`src/rtl/sme_pkg.sv`:
```
// Shared constants, sizes and FSM state type for the string-matching engine.
package sme_pkg;

   localparam int unsigned CHAR_W  = 8;
   localparam int unsigned STR_MAX = 32;
   localparam int unsigned PAT_MAX = 8;
   localparam int unsigned IDX_W   = $clog2(STR_MAX);
   localparam int unsigned LEN_W   = $clog2(STR_MAX + 1);
   localparam int unsigned PIDX_W  = $clog2(PAT_MAX);
   localparam int unsigned PLEN_W  = $clog2(PAT_MAX + 1);

   localparam logic [CHAR_W-1:0] HAT    = CHAR_W'(8'h5E);
   localparam logic [CHAR_W-1:0] DOLLAR = CHAR_W'(8'h24);
   localparam logic [CHAR_W-1:0] POINT  = CHAR_W'(8'h2E);
   localparam logic [CHAR_W-1:0] STAR   = CHAR_W'(8'h2A);
   localparam logic [CHAR_W-1:0] SPACE  = CHAR_W'(8'h20);

   typedef enum logic [1:0] {
      S_IDLE = 2'd0,
      S_LOAD = 2'd1,
      S_SCAN = 2'd2,
      S_DONE = 2'd3
   } sme_state_e;

endpackage

```
`src/rtl/sme_if.sv`:
```
// Character-stream and result bus between the front end (master) and the engine (slave).
interface sme_if;
   import sme_pkg::*;

   logic [CHAR_W-1:0] chardata;
   logic              isstring;
   logic              ispattern;
   logic              ready;
   logic              valid;
   logic              match;
   logic [IDX_W-1:0]  match_index;
   logic              ovf;

   modport master (output chardata, isstring, ispattern,
                   input  ready, valid, match, match_index, ovf);
   modport slave  (input  chardata, isstring, ispattern,
                   output ready, valid, match, match_index, ovf);
endinterface

```
`src/rtl/sme_tok_cmp.sv`:
```
// Combinational evaluation of one pattern token against the string at position pos_i.
// SME_CASE_FOLD_EN: literal compares ignore ASCII letter case.
module sme_tok_cmp
   import sme_pkg::*;
(
   input  logic [CHAR_W-1:0] s_ch_i,
   input  logic [CHAR_W-1:0] p_ch_i,
   input  logic [LEN_W-1:0]  pos_i,
   input  logic [LEN_W-1:0]  frame_i,
   input  logic [LEN_W-1:0]  len_i,
   output logic              ok_c_o,
   output logic              consume_c_o,
   output logic              is_star_c_o
);

   logic [CHAR_W-1:0] s_cmp;
   logic [CHAR_W-1:0] p_cmp;
   logic              at_end;
   logic              s_space;
   logic              lit_eq;

`ifdef SME_CASE_FOLD_EN
   function automatic logic [CHAR_W-1:0] fold(input logic [CHAR_W-1:0] c);
      if ((c >= CHAR_W'(8'h41)) && (c <= CHAR_W'(8'h5A))) return c | CHAR_W'(8'h20);
      return c;
   endfunction
   assign s_cmp = fold(s_ch_i);
   assign p_cmp = fold(p_ch_i);
`else
   assign s_cmp = s_ch_i;
   assign p_cmp = p_ch_i;
`endif

   // Metacharacters decode on the raw pattern char; anything else is a literal.
   always_comb begin
      ok_c_o      = 1'b0;
      consume_c_o = 1'b0;
      at_end      = (pos_i >= len_i);
      s_space     = !at_end && (s_ch_i == SPACE);
      lit_eq      = !at_end && (s_cmp == p_cmp);
      is_star_c_o = (p_ch_i == STAR);
      case (p_ch_i)
         HAT: begin
            if (pos_i == '0) begin
               ok_c_o = 1'b1;
            end else if (s_space && (pos_i == frame_i)) begin
               ok_c_o      = 1'b1;
               consume_c_o = 1'b1;
            end
         end
         DOLLAR: begin
            if (at_end) begin
               ok_c_o = 1'b1;
            end else if (s_space) begin
               ok_c_o      = 1'b1;
               consume_c_o = 1'b1;
            end
         end
         POINT: begin
            ok_c_o      = !at_end;
            consume_c_o = !at_end;
         end
         default: begin
            ok_c_o      = lit_eq;
            consume_c_o = lit_eq;
         end
      endcase
   end

endmodule

```
`src/rtl/sme_param_engine.sv`:
```
// String-matching engine: loads a string and pattern, then scans for the leftmost match.
// Build option SME_CASE_FOLD_EN enables case-insensitive literals (see sme_tok_cmp).
module sme_param_engine
   import sme_pkg::*;
(
   input logic  clk,
   input logic  reset,
   sme_if.slave bus
);

   sme_state_e        state_q, state_d;
   logic [CHAR_W-1:0] str_q [STR_MAX];
   logic [CHAR_W-1:0] pat_q [PAT_MAX];
   logic [LEN_W-1:0]  slen_q, slen_d, k_q, k_d, i_q, i_d, si_q, si_d, start_q, start_d;
   logic [PLEN_W-1:0] plen_q, plen_d, j_q, j_d, sj_q, sj_d;
   logic [PIDX_W-1:0] spos_q, spos_d, pat_wa;
   logic [IDX_W-1:0]  index_q, index_d, str_wa;
   logic              seen_q, seen_d, spos_v_q, spos_v_d, star_v_q, star_v_d;
   logic              ready_q, ready_d, valid_q, valid_d, match_q, match_d, ovf_q, ovf_d;
   logic              accept, job_start, str_we, pat_we;
   logic              tok_ok, tok_consume, tok_star;
   logic [CHAR_W-1:0] s_ch, p_ch;

   assign s_ch = str_q[IDX_W'(i_q)];
   assign p_ch = pat_q[PIDX_W'(j_q)];

   sme_tok_cmp u_tok (
      .s_ch_i      (s_ch),
      .p_ch_i      (p_ch),
      .pos_i       (i_q),
      .frame_i     (k_q),
      .len_i       (slen_q),
      .ok_c_o      (tok_ok),
      .consume_c_o (tok_consume),
      .is_star_c_o (tok_star)
   );

   always_comb begin
      state_d  = state_q;
      slen_d   = slen_q;
      plen_d   = plen_q;
      seen_d   = seen_q;
      spos_d   = spos_q;
      spos_v_d = spos_v_q;
      k_d      = k_q;
      i_d      = i_q;
      j_d      = j_q;
      si_d     = si_q;
      sj_d     = sj_q;
      star_v_d = star_v_q;
      start_d  = start_q;
      match_d  = match_q;
      index_d  = index_q;
      ovf_d    = ovf_q;
      str_we   = 1'b0;
      pat_we   = 1'b0;
      str_wa   = '0;
      pat_wa   = '0;
      accept    = ready_q && (bus.isstring || bus.ispattern);
      job_start = accept && (state_q != S_LOAD);

      // A new job wipes the pattern; the string is only wiped by the job's first string char.
      if (job_start) begin
         plen_d   = '0;
         seen_d   = 1'b0;
         spos_v_d = 1'b0;
         ovf_d    = 1'b0;
      end
      if (accept) begin
         if (bus.isstring) begin
            if (!seen_d) begin
               str_we = 1'b1;
               slen_d = LEN_W'(1);
               seen_d = 1'b1;
            end else if (slen_q < LEN_W'(STR_MAX)) begin
               str_we = 1'b1;
               str_wa = IDX_W'(slen_q);
               slen_d = slen_q + LEN_W'(1);
            end else begin
               ovf_d = 1'b1;
            end
         end else if (plen_d < PLEN_W'(PAT_MAX)) begin
            pat_we = 1'b1;
            pat_wa = PIDX_W'(plen_d);
            if ((bus.chardata == STAR) && !spos_v_d) begin
               spos_v_d = 1'b1;
               spos_d   = PIDX_W'(plen_d);
            end
            plen_d = plen_d + PLEN_W'(1);
         end else begin
            ovf_d = 1'b1;
         end
      end

      case (state_q)
         S_IDLE, S_DONE: state_d = accept ? S_LOAD : S_IDLE;
         S_LOAD: begin
            if (!accept) begin
               state_d  = S_SCAN;
               k_d      = '0;
               i_d      = '0;
               j_d      = '0;
               si_d     = '0;
               sj_d     = '0;
               star_v_d = 1'b0;
               start_d  = '0;
            end
         end
         S_SCAN: begin
            if (j_q == plen_q) begin
               state_d = S_DONE;
               match_d = 1'b1;
               index_d = IDX_W'(start_q);
            end else if (tok_star && spos_v_q && (PIDX_W'(j_q) == spos_q)) begin
               si_d     = i_q;
               sj_d     = j_q + PLEN_W'(1);
               star_v_d = 1'b1;
               j_d      = j_q + PLEN_W'(1);
            end else if (tok_ok) begin
               i_d = i_q + LEN_W'(tok_consume);
               j_d = j_q + PLEN_W'(1);
               if ((p_ch == HAT) && tok_consume) start_d = i_q + LEN_W'(1);
            end else if (star_v_q && (si_q < slen_q)) begin
               // Let the star swallow one more char and retry the tail.
               si_d = si_q + LEN_W'(1);
               i_d  = si_q + LEN_W'(1);
               j_d  = sj_q;
            end else if (k_q == slen_q) begin
               state_d = S_DONE;
               match_d = 1'b0;
            end else begin
               k_d      = k_q + LEN_W'(1);
               i_d      = k_q + LEN_W'(1);
               j_d      = '0;
               star_v_d = 1'b0;
               start_d  = k_q + LEN_W'(1);
            end
         end
         default: state_d = S_IDLE;
      endcase

      ready_d = (state_d != S_SCAN);
      valid_d = (state_d == S_DONE);
   end

   always_ff @(posedge clk or posedge reset) begin
      if (reset) begin
         state_q  <= S_IDLE;
         slen_q   <= '0;
         plen_q   <= '0;
         seen_q   <= 1'b0;
         spos_q   <= '0;
         spos_v_q <= 1'b0;
         k_q      <= '0;
         i_q      <= '0;
         j_q      <= '0;
         si_q     <= '0;
         sj_q     <= '0;
         star_v_q <= 1'b0;
         start_q  <= '0;
         ready_q  <= 1'b1;
         valid_q  <= 1'b0;
         match_q  <= 1'b0;
         index_q  <= '0;
         ovf_q    <= 1'b0;
      end else begin
         state_q  <= state_d;
         slen_q   <= slen_d;
         plen_q   <= plen_d;
         seen_q   <= seen_d;
         spos_q   <= spos_d;
         spos_v_q <= spos_v_d;
         k_q      <= k_d;
         i_q      <= i_d;
         j_q      <= j_d;
         si_q     <= si_d;
         sj_q     <= sj_d;
         star_v_q <= star_v_d;
         start_q  <= start_d;
         ready_q  <= ready_d;
         valid_q  <= valid_d;
         match_q  <= match_d;
         index_q  <= index_d;
         ovf_q    <= ovf_d;
      end
   end

   always_ff @(posedge clk or posedge reset) begin
      if (reset) begin
         for (int unsigned x = 0; x < STR_MAX; x++) str_q[x] <= '0;
         for (int unsigned x = 0; x < PAT_MAX; x++) pat_q[x] <= '0;
      end else begin
         if (str_we) str_q[str_wa] <= bus.chardata;
         if (pat_we) pat_q[pat_wa] <= bus.chardata;
      end
   end

   assign bus.ready       = ready_q;
   assign bus.valid       = valid_q;
   assign bus.match       = match_q;
   assign bus.match_index = index_q;
   assign bus.ovf         = ovf_q;

endmodule

```
`src/flat_wrapper.sv`:
```
// flat-port wrapper written by rule: the top's interface ports become plain ports
module sme_param_engine_flat import sme_pkg::*;
  (clk, reset, bus_chardata, bus_isstring, bus_ispattern, bus_ready, bus_valid, bus_match, bus_match_index, bus_ovf);
  sme_if bus_i ();
  input logic clk;
  input logic reset;
  input wire logic [$bits(bus_i.chardata)-1:0] bus_chardata;
  input wire logic [$bits(bus_i.isstring)-1:0] bus_isstring;
  input wire logic [$bits(bus_i.ispattern)-1:0] bus_ispattern;
  output wire logic [$bits(bus_i.ready)-1:0] bus_ready;
  output wire logic [$bits(bus_i.valid)-1:0] bus_valid;
  output wire logic [$bits(bus_i.match)-1:0] bus_match;
  output wire logic [$bits(bus_i.match_index)-1:0] bus_match_index;
  output wire logic [$bits(bus_i.ovf)-1:0] bus_ovf;
  assign bus_i.chardata = bus_chardata;
  assign bus_i.isstring = bus_isstring;
  assign bus_i.ispattern = bus_ispattern;
  assign bus_ready = bus_i.ready;
  assign bus_valid = bus_i.valid;
  assign bus_match = bus_i.match;
  assign bus_match_index = bus_i.match_index;
  assign bus_ovf = bus_i.ovf;
  sme_param_engine u_core (.clk(clk), .reset(reset), .bus(bus_i));
endmodule
```
`config.mk`:
```
export PLATFORM = sky130hd
export DESIGN_NAME = sme_param_engine_flat
export DESIGN_NICKNAME = d
export VERILOG_FILES = /design/src/rtl/sme_pkg.sv /design/src/rtl/sme_if.sv /design/src/rtl/sme_tok_cmp.sv /design/src/rtl/sme_param_engine.sv /design/src/flat_wrapper.sv
export SDC_FILE = /design/constraint.sdc
export NUM_CORES = 1
export LEC_CHECK = 0
export CAP_MARGIN = 20
export CORE_MARGIN = 4
export CORE_UTILIZATION = 60
export DETAILED_ROUTE_END_ITERATION = 8
export PLACE_DENSITY = 0.8
export SETUP_SLACK_MARGIN = 0.5
export SLEW_MARGIN = 15
export SYNTH_ARGS = -nofsm -noshare
export SYNTH_HDL_FRONTEND = slang
export SYNTH_SLANG_ARGS = --single-unit
```
`constraint.sdc`:
```
create_clock -name clk -period 36.8 [get_ports clk]
set_clock_uncertainty 0.2 [all_clocks]
set_input_delay 5.52 -clock clk [delete_from_list [all_inputs] [get_ports clk]]
set_output_delay 5.52 -clock clk [all_outputs]
set_load 0.03 [all_outputs]
```
==> After elaboration in Yosys (flattened, before gate mapping) <==
Index checks and enable logic that the tools add are counted.
{ "word_totals": {"input_bits": 12, "output_inout_bits": 9, "reg_bits": 378, "wordCells": 254} }
{ "op_classes": {"order_cmp": 10, "eq_ne": 37, "reduce_logical": 31, "bitwise_logic": 5, "muxes": 106, "n_addsub": 7} }
{ "ops": {"columns": ["op", "count"], "rows": [
  ["256-bit bitwise mux", 1],
  ["6-bit 2-to-1 mux", 16],
  ["64-bit bitwise mux", 1],
  ["4-bit 2-to-1 mux", 12],
  ["8-bit 2-to-1 mux", 6],
  ["8-bit binary-select mux with 5-bit select", 1],
  ["8-bit demux with 5-bit select", 1],
  ["8-bit by 6-bit == test with 1-bit output (second input constant)", 5],
  ["5-bit 2-to-1 mux", 8],
  ["1-bit 2-to-1 mux", 39],
  ["6-bit case mux with 2 select lines", 3],
  ["8-bit binary-select mux with 3-bit select", 1],
  ["8-bit demux with 3-bit select", 1],
  ["6-bit by 1-bit adder with 6-bit output (second input constant)", 3],
  ["2-bit != test (second input constant)", 8],
  ["4-bit case mux with 2 select lines", 2],
  ["5-bit AND reduction", 3],
  ["7-bit AND reduction", 2],
  ["6-bit == test", 2],
  ["6-bit >= comparator (second input constant)", 2],
  ["1-bit logical AND", 12],
  ["2-bit 2-to-1 mux", 6],
  ["3-bit by 2-bit != test with 1-bit output (second input constant)", 4],
  ["5-bit NOT with 6-bit output", 2],
  ["38 further kinds", 55]
]} }

==> Logic depth before layout (Yosys ltp) <==
{ "depth": {"depth_word": 16, "ltp_mapped": 21, "depth_no_buf": 16} }

==> Hierarchy <==
Synthesis repeated with hierarchy kept, for this count alone.
{ "unflattened": {"cells_unflattened": 1385, "hier_area_um2": 19032.0} }
{ "modules_own_cells": {"columns": ["module", "instances", "seq_area_each_um2", "cells_each", "area_each_um2"], "rows": [
  ["sme_param_engine", 1, 9460.3, 1324, 18579.1],
  ["sme_tok_cmp", 1, 0.0, 61, 452.9]
]} }

==> Least setup slack after synthesis <==
OpenSTA, ideal clock, no wires.
{ "synth_path": {"path_kind": "input -> register", "from": "input bus_isstring", "to": "register u_core.str_q[112] in the netlist's numbering", "t_required_ps": 36475, "cell_stages": 7, "setup_ps": 125, "arrival_ps": 7514, "setup_slack_ps": 28961, "n_path_buf": 0, "path_cell_list": "o21a_1 -> nand2b_1 -> nand2_1 -> nor3_1 -> nand3_1 -> nor2_1 -> mux2_2"} }
{ "synth_via": {"elab_chain_len": 13, "word_cells_on_any_way": 17, "classes_between": "order compare (2); mux (10); bitwise (1); reduce/logical (4)"} }
{ "synth_rtl": {"columns": ["element", "line", "rtl"], "rows": [
  ["start: declaration", "flat_wrapper.sv:8", "input wire logic [$bits(bus_i.isstring)-1:0] bus_isstring;"],
  ["1-bit logical OR", "sme_param_engine.sv:59", "accept = ready_q && (bus.isstring || bus.ispattern);"],
  ["1-bit logical AND", "sme_param_engine.sv:59", null],
  ["1-bit logical AND", "sme_param_engine.sv:60", "job_start = accept && (state_q != S_LOAD);"],
  ["1-bit 2-to-1 mux", "sme_param_engine.sv:63", "if (job_start) begin"],
  ["5-bit 2-to-1 mux", "sme_param_engine.sv:71", "if (!seen_d) begin"],
  ["5-bit 2-to-1 mux", "sme_param_engine.sv:70", "if (bus.isstring) begin"],
  ["5-bit 2-to-1 mux", "sme_param_engine.sv:69", "if (accept) begin"],
  ["5-bit NOT with 6-bit output (not written as such)", "sme_param_engine.sv:193", "if (str_we) str_q[str_wa] <= bus.chardata;"],
  ["6-bit >= comparator (not written as such) or 6-bit by 1-bit less-than comparator with 1-bit output (tied branches)", "sme_param_engine.sv:193", null],
  ["1-bit logical AND (not written as such)", "sme_param_engine.sv:193", null],
  ["8-bit 2-to-1 mux (not written as such)", "sme_param_engine.sv:193", null],
  ["8-bit demux with 5-bit select", "sme_param_engine.sv:193", null],
  ["256-bit bitwise mux", "sme_param_engine.sv:193", null],
  ["end signal: indexed assignment", "sme_param_engine.sv:193", null],
  ["end: declaration", "sme_param_engine.sv:12", "logic [CHAR_W-1:0] str_q [STR_MAX];"]
]} }
Several ways; a longest one is shown, not always the timed one.
A chain may end at the register's enable or synchronous reset.

==> Worst setup path after layout <==
{ "layout_path": {"from": "input bus_isstring", "to": "register u_core.str_q[0] in the netlist's numbering"} }
Same word-level chain as after synthesis.

==> flow_summary.json <==
{
  "status": "finished, final reports clean",
  "dpl.hpwl_mm": 27.5,
  "h-tree-depth": 2,
  "final_layout_size_suffix_gt1_share_pct": 35.2,
  "io_pins": 21,
  "clockPowerShare_pct": 32.6,
  "synth_cell_types": 73,
  "path_clk_slew_ps": 60,
  "mostFrequentLayoutCells": "dfrtp_1 (375), mux2_2 (339), nor2_1 (78)",
  "cp.required_ps": 37010,
  "ys.flop_type": "dfrtp_1",
  "place_congestion": 0.886,
  "crit_fanout": 8,
  "reg2reg_depth": 15,
  "cp_slowest_cell": "nor2_1",
  "hold_class": "flop to flop",
  "max-cap-violations": 0,
  "wl_met2_mm": 20.7,
  "place_area_um2": 19400,
  "syn_area_um2": 18900,
  "cts_hold_buf": 0,
  "yosys.area_share.simple_pct": 6.36,
  "root_buffer": "clkbuf_16",
  "r2r_slack_ps": 31120,
  "power_frac_comb_pct": 23.7,
  "syn_avg_cell_area_um2": 13.2,
  "routed.top_layer": "met4",
  "core_um2": 30800,
  "ant_nets": 0,
  "crit_chain": "clkdlybuf4s50_1 > o21a_1 > nand2b_1 > nand2_1 > nor3_1 > nand3_1 > nor2_1 > mux2_2",
  "final_cells": 1849,
  "die-area_um2": 34500,
  "dp.cells": 1779,
  "design_area_um2": 20700,
  "r2r_end": "u_core.i_q[5]$_DFFE_PP0P_",
  "synth_seq_cells": 378,
  "swShare_pct": 29.6,
  "p_int_uw": 854,
  "multi_input_area_um2": 8950,
  "cts_setup_buffers": 0,
  "numCtsBuffers": 40,
  "cp-start-kind": "input port",
  "grt_pass1_vias": 12600,
  "synthAdderAreaFrac_pct": 1.52,
  "synth-compound-area-share_pct": 6.57,
  "cts_tree": "yes",
  "met3_length_mm": 2.86,
  "holdPathEnd": "u_core.str_q[76]$_DFFE_PP0P_",
  "cts.sinks": 378,
  "ys.warnings.count": 0,
  "muxShareOfSynthArea_pct": 31.0,
  "tightest_slew_ps": 999,
  "dieHeight_um": 186,
  "hold_viol": 0,
  "power_density_nw_per_um2": 58.7,
  "rsz0062_at_grt": "no",
  "antennaDiodeCount": 0,
  "dieWidth_um": 186,
  "nFillCells": 2072,
  "timing.hold.ws_ps": 300,
  "synth_top_family_by_area": "multiplexers",
  "clk_path_buf_depth": 3,
  "maxSlewHeadroom_pct": 33.4,
  "crit_type": "input port to flop",
  "cpPeakStageDelay_ps": 830,
  "syn_inst": 1432,
  "final-setup-viol-count": 0,
  "fin_nets": 1460,
  "setup-tns-final_ps": 0,
  "drv_slew": 0,
  "clk_latency_ps": 540,
  "critPathCaptureType": "flop",
  "grt_pass1_wl_mm": 70.0,
  "io_buffers": 20,
  "via_per_inst": 6.52,
  "power.static_leakage_nw": 9.36,
  "drt-wirelength-per-cell_um": 23.3,
  "period_share_pct": 24.2,
  "synth-edff-count": 0,
  "rows": 64,
  "arrival_ps": 9120,
  "met1_length_mm": 18.5,
  "final-seq-area_um2": 9470,
  "switching_power_uw": 360,
  "fin_util_pct": 67.1,
  "cts_resized": 0,
  "route.vias.total": 12100,
  "fin_ws_ps": 27900,
  "peakVddDrop_mv": 0.0367,
  "p_total_mw": 1.21,
  "r2r-start": "u_core.i_q[0]$_DFFE_PP0P_",
  "seqPwrFrac_pct": 43.7,
  "route.detailed.drc": 0,
  "synth_nets": 1467,
  "areaGrowthSynthToFinish_pct": 9.23,
  "cp_top_family": "simple AND/OR/NAND/NOR gates",
  "max_freq_mhz": 112,
  "path_buf_inv": 1,
  "grt-ovfl-total": 0,
  "synthXorXnorAreaFrac_pct": 1.76,
  "firstDrtPassIters": 5,
  "start_util_pct": 61.4,
  "first_iter_violations": 1171,
  "final_common_cell": "dfrtp_1",
  "async_flop_share_pct": 100,
  "grt_max_degree": 149,
  "place_ws_ps": 27480,
  "hold_path_startpoint": "u_core.str_q[76]$_DFFE_PP0P_",
  "synth-seq-area-share_pct": 50.0,
  "hold_depth": 1,
  "antenna_found_initial": 0,
  "finalWorstPathRequiredPeriod_ps": 8900,
  "drt-total-wl_mm": 43.0,
  "track_usage_pct": 25.9
}
## registers in the layout, indices dropped and copies added, names as in the netlist, 5 cells and up
| signal | flops |
|---|---|
| u_core.si_q | 6 |
| u_core.str_q | 256 |
| u_core.i_q | 6 |
| u_core.k_q | 6 |
| u_core.slen_q | 6 |
| u_core.pat_q | 64 |
| u_core.bus.match_index | 5 |
| u_core.start_q | 5 |
## kinds of logic (layout without fill, tap and decap cells)
family,Yosys count,in the layout
multiplexers,458,458
AO/OA/AOI/OAI,167,167
flip-flops,378,378
AND/OR/NAND/NOR,252,252
XOR/XNOR,38,38
adder cells (fa/ha/maj),23,23
buffers and inverters,116,137
## final cells by class
class	count	area share, %
Timing Repair Buffer	41	1.75
Clock buffer	59	5.97
Clock inverter	11	0.351
Tap cell	396	2.40
Multi-Input combinational cell	938	43.3
Inverter	26	0.508
Sequential cell	378	45.8
## how the worst max path moves through the flow
stage                  from                            end  slack [ps]  depth (start not counted)
2_1_floorplan         reset   u_core.bus.match$_DFFE_PP0P_       20580                          1
3_3_place_gp   bus_isstring   u_core.str_q[68]$_DFFE_PP0P_       27560                          8
3_5_place_dp   bus_isstring  u_core.str_q[206]$_DFFE_PP0P_       27480                          8
4_1_cts        bus_isstring  u_core.str_q[206]$_DFFE_PP0P_       28010                          8
5_1_grt        bus_isstring   u_core.str_q[70]$_DFFE_PP0P_       27740                          8
6_report       bus_isstring    u_core.str_q[0]$_DFFE_PP0P_       27900                          8
## Yosys cell counts, drive strengths merged (3+ instances only)
| cell type | instances | area, um2 |
|---|---|---|
| o21ai | 28 | 148 |
| o31ai | 3 | 22.5 |
| nand4 | 9 | 56.3 |
| nand2 | 66 | 248 |
| or2 | 3 | 18.8 |
| o211ai | 5 | 37.5 |
| nor4 | 5 | 31.3 |
| nand2b | 7 | 43.8 |
| buf | 31 | 214 |
| inv | 26 | 97.6 |
| mux2 | 339 | 3820 |
| a21o | 9 | 67.6 |
| and3 | 3 | 18.8 |
| o21a | 4 | 30.0 |
| clkbuf | 59 | 221 |
| o21bai | 3 | 22.5 |
| dfrtp | 377 | 9430 |
| mux2i | 50 | 500 |
| xor2 | 17 | 149 |
| o22ai | 6 | 37.5 |
| ha | 23 | 288 |
| nor3b | 3 | 22.5 |
| o311a | 4 | 40.0 |
| a21oi | 28 | 148 |
| xnor2 | 21 | 184 |
| o2bb2ai | 3 | 26.3 |
| a31oi | 6 | 37.5 |
| o221ai | 17 | 149 |
| a22o | 15 | 131 |
| nand3 | 29 | 145 |
| o311ai | 4 | 35.0 |
| or3b | 3 | 26.3 |
| nor2 | 79 | 304 |
| or3 | 8 | 50.1 |
| nor3 | 13 | 65.1 |
| a22oi | 9 | 67.6 |
| mux4 | 69 | 1560 |
| nor2b | 12 | 75.1 |
| a211oi | 8 | 70.1 |
## per-layer routing
layer,up-vias,global-route usage [%]
met5,-,0
met4,0,6.32
met3,74,5.22
met2,396,42.1
met1,6317,36.4
li1,5276,-
## power by group through the flow
| stage | combinational (mW) | sequential [mW] | clock, mW |
|---|---|---|---|
| after CTS | 0.286 | 0.529 | 0.401 |
| after detailed placement | 0.284 | 0.536 | 0 |
| final | 0.288 | 0.530 | 0.396 |
| after global routing | 0.313 | 0.538 | 0.420 |
| after global placement | 0.275 | 0.531 | 0 |
| after floorplan | 0.235 | 0.515 | 0 |
(Power assumes the default switching activity.)
==> RTL change (same settings) <==
Build with the macro `SME_CASE_FOLD_EN` defined.
--- a/src/rtl/sme_tok_cmp.sv
+++ b/src/rtl/sme_tok_cmp.sv
@@ -2,2 +2,4 @@
 // SME_CASE_FOLD_EN: literal compares ignore ASCII letter case.
+`define SME_CASE_FOLD_EN
+
 module sme_tok_cmp
Formal check against the unedited RTL: same outputs for any inputs over 4 cycles, from zero or initial values and one cycle with reset high; that may be too few to reach the edited logic, so the function may still have changed.
==> RTL change against the unedited design <==
Power up 5.4%; synthesized cell count grew 4.3%; count of clock-buffer cells in the layout shrank 6; worst setup slack better by 0.30 ns; fmax up 3.5%; cell area rose by 1.4%; synthesized area grew 1.3%; sequential cell count did not move; routed wire length grew 5.7%; largest power group unchanged.
==> RTL change: results (changes against the unedited design) <==
register area share after synthesis=49.3% (-0.62 points); vias=12600 (+4.7%); post-synthesis mux area share=30.5% (-0.53 points); crit-path max FO=9 (+1); Post-Synth Adder-Cell Area=1.50% (-0.019 points); Least-Margin Pin Slew=1.05 ns (+0.0497 ns); WP data arrival=8.82 ns (-0.30 ns); VDD IR max=0.0000408 V (+11%); Area contributors post-synth=dfrtp_1 (49%), mux2_2 (21%), mux4_2 (6.0%), mux2i_1 (2.9%), ha_1 (1.5%); library cells used by synthesis=80 (+9.6%); top cells by count, synth=dfrtp_1 (377), mux2_2 (363), nor2_1 (74); synth warn=0 (unchanged); Hold Path Origin=u_core.bus.match; status=finished, final reports clean; Inserted Clock Buffers=41 (+2.5%); slowest cell delay on critical path=0.86 ns (+0.03 ns); crit path from=bus_isstring; All-Layer GR Usage=25.9% (+0.085 points); Leak=9.51 nW (+1.6%); xor and xnor fraction of the mapped netlist area=1.92% (+0.16 points); gp weighted congestion=0.905 (+2.1%); number of global-route vias before repair=13100 (+4.2%); DP HPWL=29000 um (+5.4%); syn nets=1529 (+4.2%); Synth Area in Compound Gates=6.31% (-0.26 points); detailed-route wire length=45400 um (+5.7%); first-pass GRT wire length=73100 um (+4.5%); DR iter-0 viols=1314 (+12%); Clk Latency, worst-skew pair=0.55 ns; fillers=2256 (+8.9%); share of cells above drive strength 1=34.8% (-0.47 points)
-- RTL change: cell count changes in the layout (fill, tap and decap cells not counted), sizes merged, moves of 6 or more --
cell,delta
and2,+10
mux2i,+6
clkbuf,-6
clkinv,+6
xnor2,+7
a21oi,+6
o21ai,-9
mux2,+26
nand3,+15
o221ai,-14
mux4,-17
a22oi,+7
-- RTL change: kinds of logic after synthesis --
kind of cell	count (synthesis)
adders and majority gates	23
AOI/OAI and AO/OA	164
and+or+nand+nor	295
muxes	473
buffers and inverters	119
DFF	378
xor gates and xnor gates	42
-- RTL change: area by class of cell --
class	instances	area [um2]	area share, %
tap	402	503	2.40
inverter	25	101	0.483
sequential	378	9470	45.1
timing repair buffer	38	372	1.77
clock inverter	19	199	0.948
multi-input combinational	997	9180	43.8
clock buffer	53	1150	5.49
-- RTL change: critical path: cells and delay by family --
family,cells,cell delay (ns)
simple gates,4,2.36
buf+inv,1,0.52
mux,1,0.42
-- RTL change: final timing paths --
path                                     end  slack (ns)  depth (start not counted)
max reg2reg                   u_core.si_q[0]       31.03                         11
max in group asynchronous  u_core.str_q[184]       29.60                          3
min in group asynchronous    u_core.str_q[9]        5.36                          2
min reg2reg                 u_core.bus.match        0.28                          1
max                         u_core.str_q[34]       28.20                          6
min                         u_core.bus.match        0.28                          1
-- RTL change: per-stage QoR --
step                power (mW)  instance area [um2]  cells  hold slack [ns]  worst slack, ns
floorplan                0.785                19200   1494            0.248            20.58
global placement         0.852                19600   1838            0.266            27.88
detailed placement       0.865                19600   1838            0.279            27.70
CTS                       1.28                20900   1910            0.291            28.28
global route              1.34                21000   1912            0.312            28.08
finish                    1.28                21000   1912            0.284            28.20
-- RTL change: report_power, final --
part,switching (mW),leakage (nW),internal [mW]
logic,0.184,3.71,0.153
registers,0.0485,5.13,0.481
clock network,0.169,0.676,0.243
-- RTL change: per-layer routing --
metal	wire length (um)	vias to the layer above	global-route usage, %
met5	0	-	0
met2	21800	507	41.9
met3	3070	89	4.62
li1	-	5469	-
met1	19500	6563	36.7
met4	1110	0	7.51
